**config.mk**
```make
export PLATFORM = sky130hd
export DESIGN_NAME = adc_spi_responder
export DESIGN_NICKNAME = d
export VERILOG_FILES = /design/src/rtl/adc_pkg.sv /design/src/rtl/adc_spi_responder_sync_edge.sv /design/src/rtl/adc_spi_responder.sv
export SDC_FILE = /design/constraint.sdc
export NUM_CORES = 1
export LEC_CHECK = 0
export CAP_MARGIN = 40
export CORE_MARGIN = 2
export CORE_UTILIZATION = 45
export DETAILED_ROUTE_END_ITERATION = 10
export PLACE_DENSITY = 0.83
export RECOVER_POWER = 50
export SLEW_MARGIN = 10
export SYNTH_ARGS = -nofsm -noshare
export SYNTH_HDL_FRONTEND = slang
export SYNTH_SLANG_ARGS = --single-unit
```
**constraint.sdc**
```tcl
create_clock -name clk -period 2.2 [get_ports clk]
set_input_delay 0.22 -clock clk [delete_from_list [all_inputs] [get_ports clk]]
set_output_delay 0.22 -clock clk [all_outputs]
set_load 0.05 [all_outputs]
```
**src/rtl/adc_pkg.sv**
```systemverilog
// -----------------------------------------------------------------------------
// adc_pkg
// Shared definitions for the LTC2308 serial-link responder: FSM state encoding,
// config-word bit positions, reset config and word widths, plus small helpers
// used to decode the config word and to form the returned result.
// -----------------------------------------------------------------------------
package adc_pkg;

  localparam int RESULT_W = 12;
  localparam int CFG_W    = 6;

  // Config word bit positions, MSB first on the wire: S/D, O/S, S1, S0, UNI, SLP.
  localparam int CFG_SD  = 5;
  localparam int CFG_OS  = 4;
  localparam int CFG_S1  = 3;
  localparam int CFG_S0  = 2;
  localparam int CFG_UNI = 1;
  localparam int CFG_SLP = 0;

  // Single-ended, channel 0, unipolar, no sleep.
  localparam logic [CFG_W-1:0] RESET_CFG = 6'b100010;

  typedef enum logic [1:0] {
    ST_IDLE  = 2'd0,
    ST_CONV  = 2'd1,
    ST_READY = 2'd2,
    ST_SHIFT = 2'd3
  } state_t;

  // Channel address is {S1, S0, O/S}.
  function automatic logic [2:0] cfg_chan(input logic [CFG_W-1:0] cfg);
    return {cfg[CFG_S1], cfg[CFG_S0], cfg[CFG_OS]};
  endfunction

  // Bipolar mode (UNI=0) returns two's complement: flip the MSB of the
  // offset-binary channel value.
  function automatic logic [RESULT_W-1:0] to_result(input logic [RESULT_W-1:0] val,
                                                    input logic uni);
    return val ^ {~uni, {(RESULT_W-1){1'b0}}};
  endfunction

endpackage

```
**src/rtl/adc_spi_responder_sync_edge.sv**
```systemverilog
// -----------------------------------------------------------------------------
// sync_edge
// Two-flop synchronizer for an asynchronous master pin followed by an edge
// register; produces single-cycle rise and fall pulses on the synchronized copy.
//
// Ports:
//   clk      in   system clock
//   reset_n  in   asynchronous active-low reset
//   din      in   raw pin from the ADC master
//   rise     out  one-cycle pulse on a synchronized 0->1 transition
//   fall     out  one-cycle pulse on a synchronized 1->0 transition
// -----------------------------------------------------------------------------
module sync_edge (
  input  logic clk,
  input  logic reset_n,
  input  logic din,
  output logic rise,
  output logic fall
);

  logic meta_reg;
  logic sync_reg;
  logic prev_reg;

  always_ff @(posedge clk or negedge reset_n) begin
    if (!reset_n) begin
      meta_reg <= 1'b0;
      sync_reg <= 1'b0;
      prev_reg <= 1'b0;
    end else begin
      meta_reg <= din;
      sync_reg <= meta_reg;
      prev_reg <= sync_reg;
    end
  end

  assign rise = sync_reg & ~prev_reg;
  assign fall = ~sync_reg & prev_reg;

endmodule

```
**src/rtl/adc_spi_responder.sv**
```systemverilog
// -----------------------------------------------------------------------------
// adc_spi_responder
// Emulates the converter side of the LTC2308 serial link. A CONVST rising edge
// samples the selected channel value, a busy counter models the conversion
// time, then the 12-bit result is shifted out on ADC_SDO (MSB first, updated on
// SCK falling edges) while the 6-bit config word is shifted in from ADC_SDI on
// SCK rising edges. A complete config word selects the channel and coding for
// the following conversion.
//
// Ports:
//   clk         in   system clock
//   reset_n     in   asynchronous active-low reset
//   ADC_CONVST  in   conversion start from the master (asynchronous)
//   ADC_SCK     in   serial clock from the master (asynchronous)
//   ADC_SDI     in   config bits from the master, MSB first
//   ADC_SDO     out  result bits to the master, MSB first
//   chan_data   in   NCH x 12-bit value bank, one entry per channel
//   cur_chan    out  channel used by the next conversion
//   conv_done   out  one-cycle pulse when a result becomes readable
//   overrun     out  one-cycle pulse on CONVST rising during a conversion
//   diff_req    out  applied config requests differential mode (not emulated)
// -----------------------------------------------------------------------------
module adc_spi_responder
  import adc_pkg::*;
#(
  parameter int CONV_CYCLES = 80,
  parameter int NCH         = 8
) (
  input  logic                             clk,
  input  logic                             reset_n,
  input  logic                             ADC_CONVST,
  input  logic                             ADC_SCK,
  input  logic                             ADC_SDI,
  output logic                             ADC_SDO,
  input  logic [NCH-1:0][RESULT_W-1:0]     chan_data,
  output logic [2:0]                       cur_chan,
  output logic                             conv_done,
  output logic                             overrun,
  output logic                             diff_req
);

  localparam int CNT_W = $clog2(CONV_CYCLES + 1);

  // ---------------------------------------------------------------------------
  // Input conditioning
  // ---------------------------------------------------------------------------
  logic convst_rise;
  logic unused_convst_fall;
  logic sck_rise;
  logic sck_fall;
  logic sdi_meta_reg;
  logic sdi_sync_reg;

  sync_edge u_sync_convst (
    .clk     (clk),
    .reset_n (reset_n),
    .din     (ADC_CONVST),
    .rise    (convst_rise),
    .fall    (unused_convst_fall)
  );

  sync_edge u_sync_sck (
    .clk     (clk),
    .reset_n (reset_n),
    .din     (ADC_SCK),
    .rise    (sck_rise),
    .fall    (sck_fall)
  );

  // SDI only needs a level; its two-flop delay matches the SCK path so the bit
  // seen on a detected rising edge is the one the master set up before it.
  always_ff @(posedge clk or negedge reset_n) begin
    if (!reset_n) begin
      sdi_meta_reg <= 1'b0;
      sdi_sync_reg <= 1'b0;
    end else begin
      sdi_meta_reg <= ADC_SDI;
      sdi_sync_reg <= sdi_meta_reg;
    end
  end

  // ---------------------------------------------------------------------------
  // State and datapath registers
  // ---------------------------------------------------------------------------
  state_t                state_reg;
  state_t                state_next;
  logic [CNT_W-1:0]      busy_cnt_reg;
  logic [RESULT_W-1:0]   conv_val_reg;
  logic                  conv_uni_reg;
  logic [RESULT_W-1:0]   res_sr_reg;
  logic [3:0]            out_cnt_reg;
  logic [CFG_W-1:0]      cfg_sr_reg;
  logic [2:0]            bit_cnt_reg;
  logic                  apply_pending_reg;
  logic [CFG_W-1:0]      cfg_applied_reg;
  logic                  conv_done_reg;
  logic                  overrun_reg;

  // Strobes from the output process
  logic start_conv;
  logic finish_conv;
  logic overrun_hit;
  logic shift_in;
  logic shift_out;
  logic frame_active;

  // ---------------------------------------------------------------------------
  // FSM: state register
  // ---------------------------------------------------------------------------
  always_ff @(posedge clk or negedge reset_n) begin
    if (!reset_n) begin
      state_reg <= ST_IDLE;
    end else begin
      state_reg <= state_next;
    end
  end

  // ---------------------------------------------------------------------------
  // FSM: next state
  // ---------------------------------------------------------------------------
  always_comb begin
    state_next = state_reg;
    case (state_reg)
      ST_IDLE: begin
        if (convst_rise) state_next = ST_CONV;
      end
      ST_CONV: begin
        // Completion fires on the cycle the counter reaches zero.
        if (busy_cnt_reg <= CNT_W'(1)) state_next = ST_READY;
      end
      ST_READY: begin
        if (convst_rise)              state_next = ST_CONV;
        else if (sck_rise | sck_fall) state_next = ST_SHIFT;
      end
      ST_SHIFT: begin
        if (convst_rise) state_next = ST_CONV;
      end
      default: state_next = ST_IDLE;
    endcase
  end

  // ---------------------------------------------------------------------------
  // FSM: outputs and datapath strobes
  // ---------------------------------------------------------------------------
  always_comb begin
    frame_active = (state_reg == ST_READY) || (state_reg == ST_SHIFT);
    start_conv   = convst_rise && (state_reg != ST_CONV);
    overrun_hit  = convst_rise && (state_reg == ST_CONV);
    finish_conv  = (state_reg == ST_CONV) && (busy_cnt_reg <= CNT_W'(1));
    // A CONVST edge aborts the frame, so it wins over any SCK edge that cycle.
    shift_in     = frame_active && !convst_rise && sck_rise &&
                   (bit_cnt_reg < 3'(CFG_W));
    shift_out    = frame_active && !convst_rise && sck_fall &&
                   (out_cnt_reg < 4'(RESULT_W));
    ADC_SDO      = frame_active && (out_cnt_reg < 4'(RESULT_W)) &&
                   res_sr_reg[RESULT_W-1];
  end

  // ---------------------------------------------------------------------------
  // Datapath: busy counter, conversion capture, result and config shifters
  // ---------------------------------------------------------------------------
  always_ff @(posedge clk or negedge reset_n) begin
    if (!reset_n) begin
      busy_cnt_reg      <= '0;
      conv_val_reg      <= '0;
      conv_uni_reg      <= 1'b0;
      res_sr_reg        <= '0;
      out_cnt_reg       <= '0;
      cfg_sr_reg        <= '0;
      bit_cnt_reg       <= '0;
      apply_pending_reg <= 1'b0;
      cfg_applied_reg   <= RESET_CFG;
      conv_done_reg     <= 1'b0;
      overrun_reg       <= 1'b0;
    end else begin
      conv_done_reg <= finish_conv;
      overrun_reg   <= overrun_hit;

      if (start_conv) begin
        conv_val_reg <= chan_data[cur_chan];
        conv_uni_reg <= cfg_applied_reg[CFG_UNI];
        busy_cnt_reg <= CNT_W'(CONV_CYCLES);
        bit_cnt_reg  <= '0;
        out_cnt_reg  <= '0;
      end else if (state_reg == ST_CONV && busy_cnt_reg != '0) begin
        busy_cnt_reg <= busy_cnt_reg - 1'b1;
      end

      if (finish_conv) begin
        res_sr_reg  <= to_result(conv_val_reg, conv_uni_reg);
        out_cnt_reg <= '0;
      end else if (shift_out) begin
        res_sr_reg  <= {res_sr_reg[RESULT_W-2:0], 1'b0};
        out_cnt_reg <= out_cnt_reg + 1'b1;
      end

      // A complete word is applied one cycle after its last bit arrives; the
      // channel captured for the result already in flight is unaffected.
      if (apply_pending_reg) begin
        cfg_applied_reg   <= cfg_sr_reg;
        apply_pending_reg <= 1'b0;
      end

      if (shift_in) begin
        cfg_sr_reg  <= {cfg_sr_reg[CFG_W-2:0], sdi_sync_reg};
        bit_cnt_reg <= bit_cnt_reg + 1'b1;
        if (bit_cnt_reg == 3'(CFG_W - 1)) apply_pending_reg <= 1'b1;
      end
    end
  end

  // SLP has no emulated effect.
  logic unused_slp;
  assign unused_slp = cfg_applied_reg[CFG_SLP];

  assign cur_chan  = cfg_chan(cfg_applied_reg);
  assign diff_req  = ~cfg_applied_reg[CFG_SD];
  assign conv_done = conv_done_reg;
  assign overrun   = overrun_reg;

endmodule

```
==> qor.csv <==
stage,metric,value,unit
logic_synthesis,Synth area leaders,"dfrtp_1, mux4_1, mux2i_1",
logic_synthesis,Synth area leader,dfrtp_1,
critical_path,crit path DAT,2.12,ns
sta,"Slew Viols, Final",0,
critical_path,worst-path cell chain,inv_1 > ha_1 > or3b_2 > buf_4 > o211ai_1 > a21oi_1,
critical_path,Worst Path Required,2.42,ns
sta,fin worst setup slack,0.2994,ns
die,Core ar.,0.007767,mm²
sta,Slew HR,9.594,%
cts,CTS tree,done,
die,Placement Rows,32,
cts,Post-CTS Setup Repair Bufs,0,
logic_synthesis,Ys Warns,0,
logic_synthesis,Mapped Area,0.003622,mm²
logic_synthesis,number of flops mapped to enable cells by yosys,0,
logic_synthesis,post-synthesis async set-or-reset flop share,100.0,%
logic_synthesis,predominant post-synthesis flop cell,dfrtp_1,
logic_synthesis,post-synth top area share,42.14,%
logic_synthesis,"FF+latch count, synth",63,
cts,"Reg clk slew, reported paths",0.07,ns
global_route,GRT Total Usage,18.38,%
logic_synthesis,top-count cell post-synth,dfrtp_1,
sta,RSZ-0062 raised after global routing,false,
sta,final setup vio count,0,
critical_path,CP max-delay cell,or3b_2,
global_route,vias in the first global route,2716,
critical_path,crit path capture type,flip-flop,
logic_synthesis,post-synth cell types,43,
cts,clock buffer count from CTS,9,
cts,Clock Tree Buf Depth,2,
pwr,Lkg Pwr,2.181,nW
global_route,gr ovfl total,0,
placed_design,I/O Buffers,107,
cts,clock sinks,63,
cts,H-tree levels,3,
critical_path,Critical Path Start Type,flip-flop,
placed_design,GP Congestion,0.8089,
logic_synthesis,synthesized area per cell,12.28,µm²
critical_path,Setup crit start,state_reg[1],
logic_synthesis,syn nets,407,
routing,Routed Wire Length,7.763,mm
final_layout,fin nets,513,
final_layout,layout cells sized above 1,13.05,%
routing,drt pass-1 iters,4,
sta,fmax,526.1,MHz
die,die span in x,93.72,µm
cts,# resized after CTS,0,
logic_synthesis,post-synthesis sequential area ratio,43.59,%
die,DIE AREA,0.008783,mm²
routing,routed via count,2738,
sta,Layout Skew,0.01137,ns
sta,Tightest Pin Transition,1.356,ns
sta,period utilization,86.39,%
final_layout,ant diodes,0,
routing,drt first-iter violations,157,
global_route,global-route wire length before repair,12.55,mm
placed_design,Placement Setup Slack,0.3276,ns
die,Top Ports,108,
sta,TNS Setup,0,ns
logic_synthesis,cell count after synthesis,295,
pwr,Pwr per Cell Area,874.6,mW/mm²
routing,ANT nets after route,0,
critical_path,Crit Path Class,reg2reg,
cts,Worst-Skew Late Latency,0.34,ns
hold_path,hold_sp,sdi_meta_reg,
logic_synthesis,top post-synthesis cells by count,"dfrtp_1, mux2i_1, nand2_1, o21ai_0, nor2_1",
critical_path,"slowest stage delay, CP",0.67,ns
hold_path,HP Class,reg2reg,
routing,DR DRC count,0,
die,starting density of the core,46.63,%
die,die height,93.72,µm
final_layout,synthesis-to-layout area growth,37.96,%
routing,vias per inst,5.390,
global_route,largest net degree at the start of global routing,64,
run_status,status,completed,
cts,root buf cell,clkbuf_8,
global_route,initial antenna violation count,0,
flow_run,max_cap viols,0,
pwr,Worst VDD drop,0.0004623,V
critical_path,worst r2r src,state_reg[1],
routing,wire per inst,15.28,µm
sta,min cycle time layout,1.901,ns
placed_design,DP HPWL,5.813,mm
critical_path,Crit Path Max Fanout,21,
sta,final hold vios,0,
## cells in the final DEF (no fill, tap or decap), drive strengths merged, types with 2 or more instances in the layout
cell,synthesis,final
clkdlybuf4s50,0,99
dfrtp,61,61
mux2i,28,28
o21ai,26,26
mux4,24,24
nand2,23,23
nor2,20,20
a21oi,16,16
clkbuf,5,13
inv,12,12
mux2,12,12
buf,15,12
ha,11,11
nand3,6,6
and2,4,4
dlygate4sd3,0,4
nand2b,3,3
nor3,3,3
or3,3,3
bufinv,0,3
nand3b,2,2
nor2b,2,2
xnor2,2,2
o211ai,2,2
dfstp,2,2
nor4,2,2
## area by class of cell
cell class                      count  area (µm²)
Inverter                           12       45.04
Clock inverter                      3       90.09
Multi-Input combinational cell    200        1856
Clock buffer                       13       158.9
Fill cell                         585        2770
Sequential cell                    63        1579
Timing Repair Buffer              115        1141
Tap cell                          102       127.6
## path summary, 6_finish.rpt
path                                    to  slack [ns]  cells after the start
min                           sdi_sync_reg        0.36                      0
max                         out_cnt_reg[2]        0.30                      6
min in group asynchronous    cfg_sr_reg[5]        0.83                      3
max in group asynchronous  conv_val_reg[8]        0.54                      3
max reg2reg                 out_cnt_reg[2]        0.30                      6
min reg2reg                   sdi_sync_reg        0.36                      0
## cell families (layout without fill, tap and decap cells)
logic type / count (synthesis) / count (layout) / synth area share [%]
AOI/OAI and AO/OA: 51 / 51 / 8.187
buffers and inverters: 32 / 143 / 5.181
adders and majority gates: 11 / 11 / 3.800
and+or+nand+nor: 72 / 72 / 10.40
muxes: 64 / 64 / 28.36
DFF: 63 / 63 / 43.59
xor gates and xnor gates: 2 / 2 / 0.4837
## metal layers
| layer | share of wire [%] | up-vias | track usage (%) |
|---|---|---|---|
| met1 | 42 | 1311 | 23.39 |
| met4 | 2.9 | 0 | 8.092 |
| met5 | 0 | - | 0 |
| met2 | 49 | 104 | 29.70 |
| li1 | - | 1301 | - |
| met3 | 6.2 | 22 | 4.735 |
## through the flow
stage,cells,util [%],area (µm²),hold slack (ns),power [W]
after CTS,508,64.53,5012,0.2978,0.004409
after detailed placement,491,61.20,4753,0.2652,0.003150
after global placement,491,61.20,4753,0.2514,0.003057
final,508,64.34,4997,0.3560,0.004371
after global routing,508,64.34,4997,0.3613,0.004641
after floorplan,295,-,3622,-0.07559,0.002672
## worst max-delay path, delay by kind of cell, from the launching register on
kind	cells	cell delay, ns
fa+ha+maj	1	0.19
compound gates	2	0.18
flops	1	0.39
buf+inv	2	0.33
simple gates	1	0.67
## power by group
| part | total [W] | internal, W | leakage, nW | switching, W |
|---|---|---|---|---|
| Sequential | 0.00180 | 0.00152 | 0.791 | 0.000281 |
| Combinational | 0.00132 | 0.000697 | 1.27 | 0.000628 |
| Clock | 0.00124 | 0.000816 | 0.124 | 0.000426 |
## what timing repair did
item | CTS | global route
hold endpoints to repair | 61 | 0
hold buffers | 1 | 0
endpoints found under the setup margin | 0 | 0
Power figures use the tool's default switching activity.
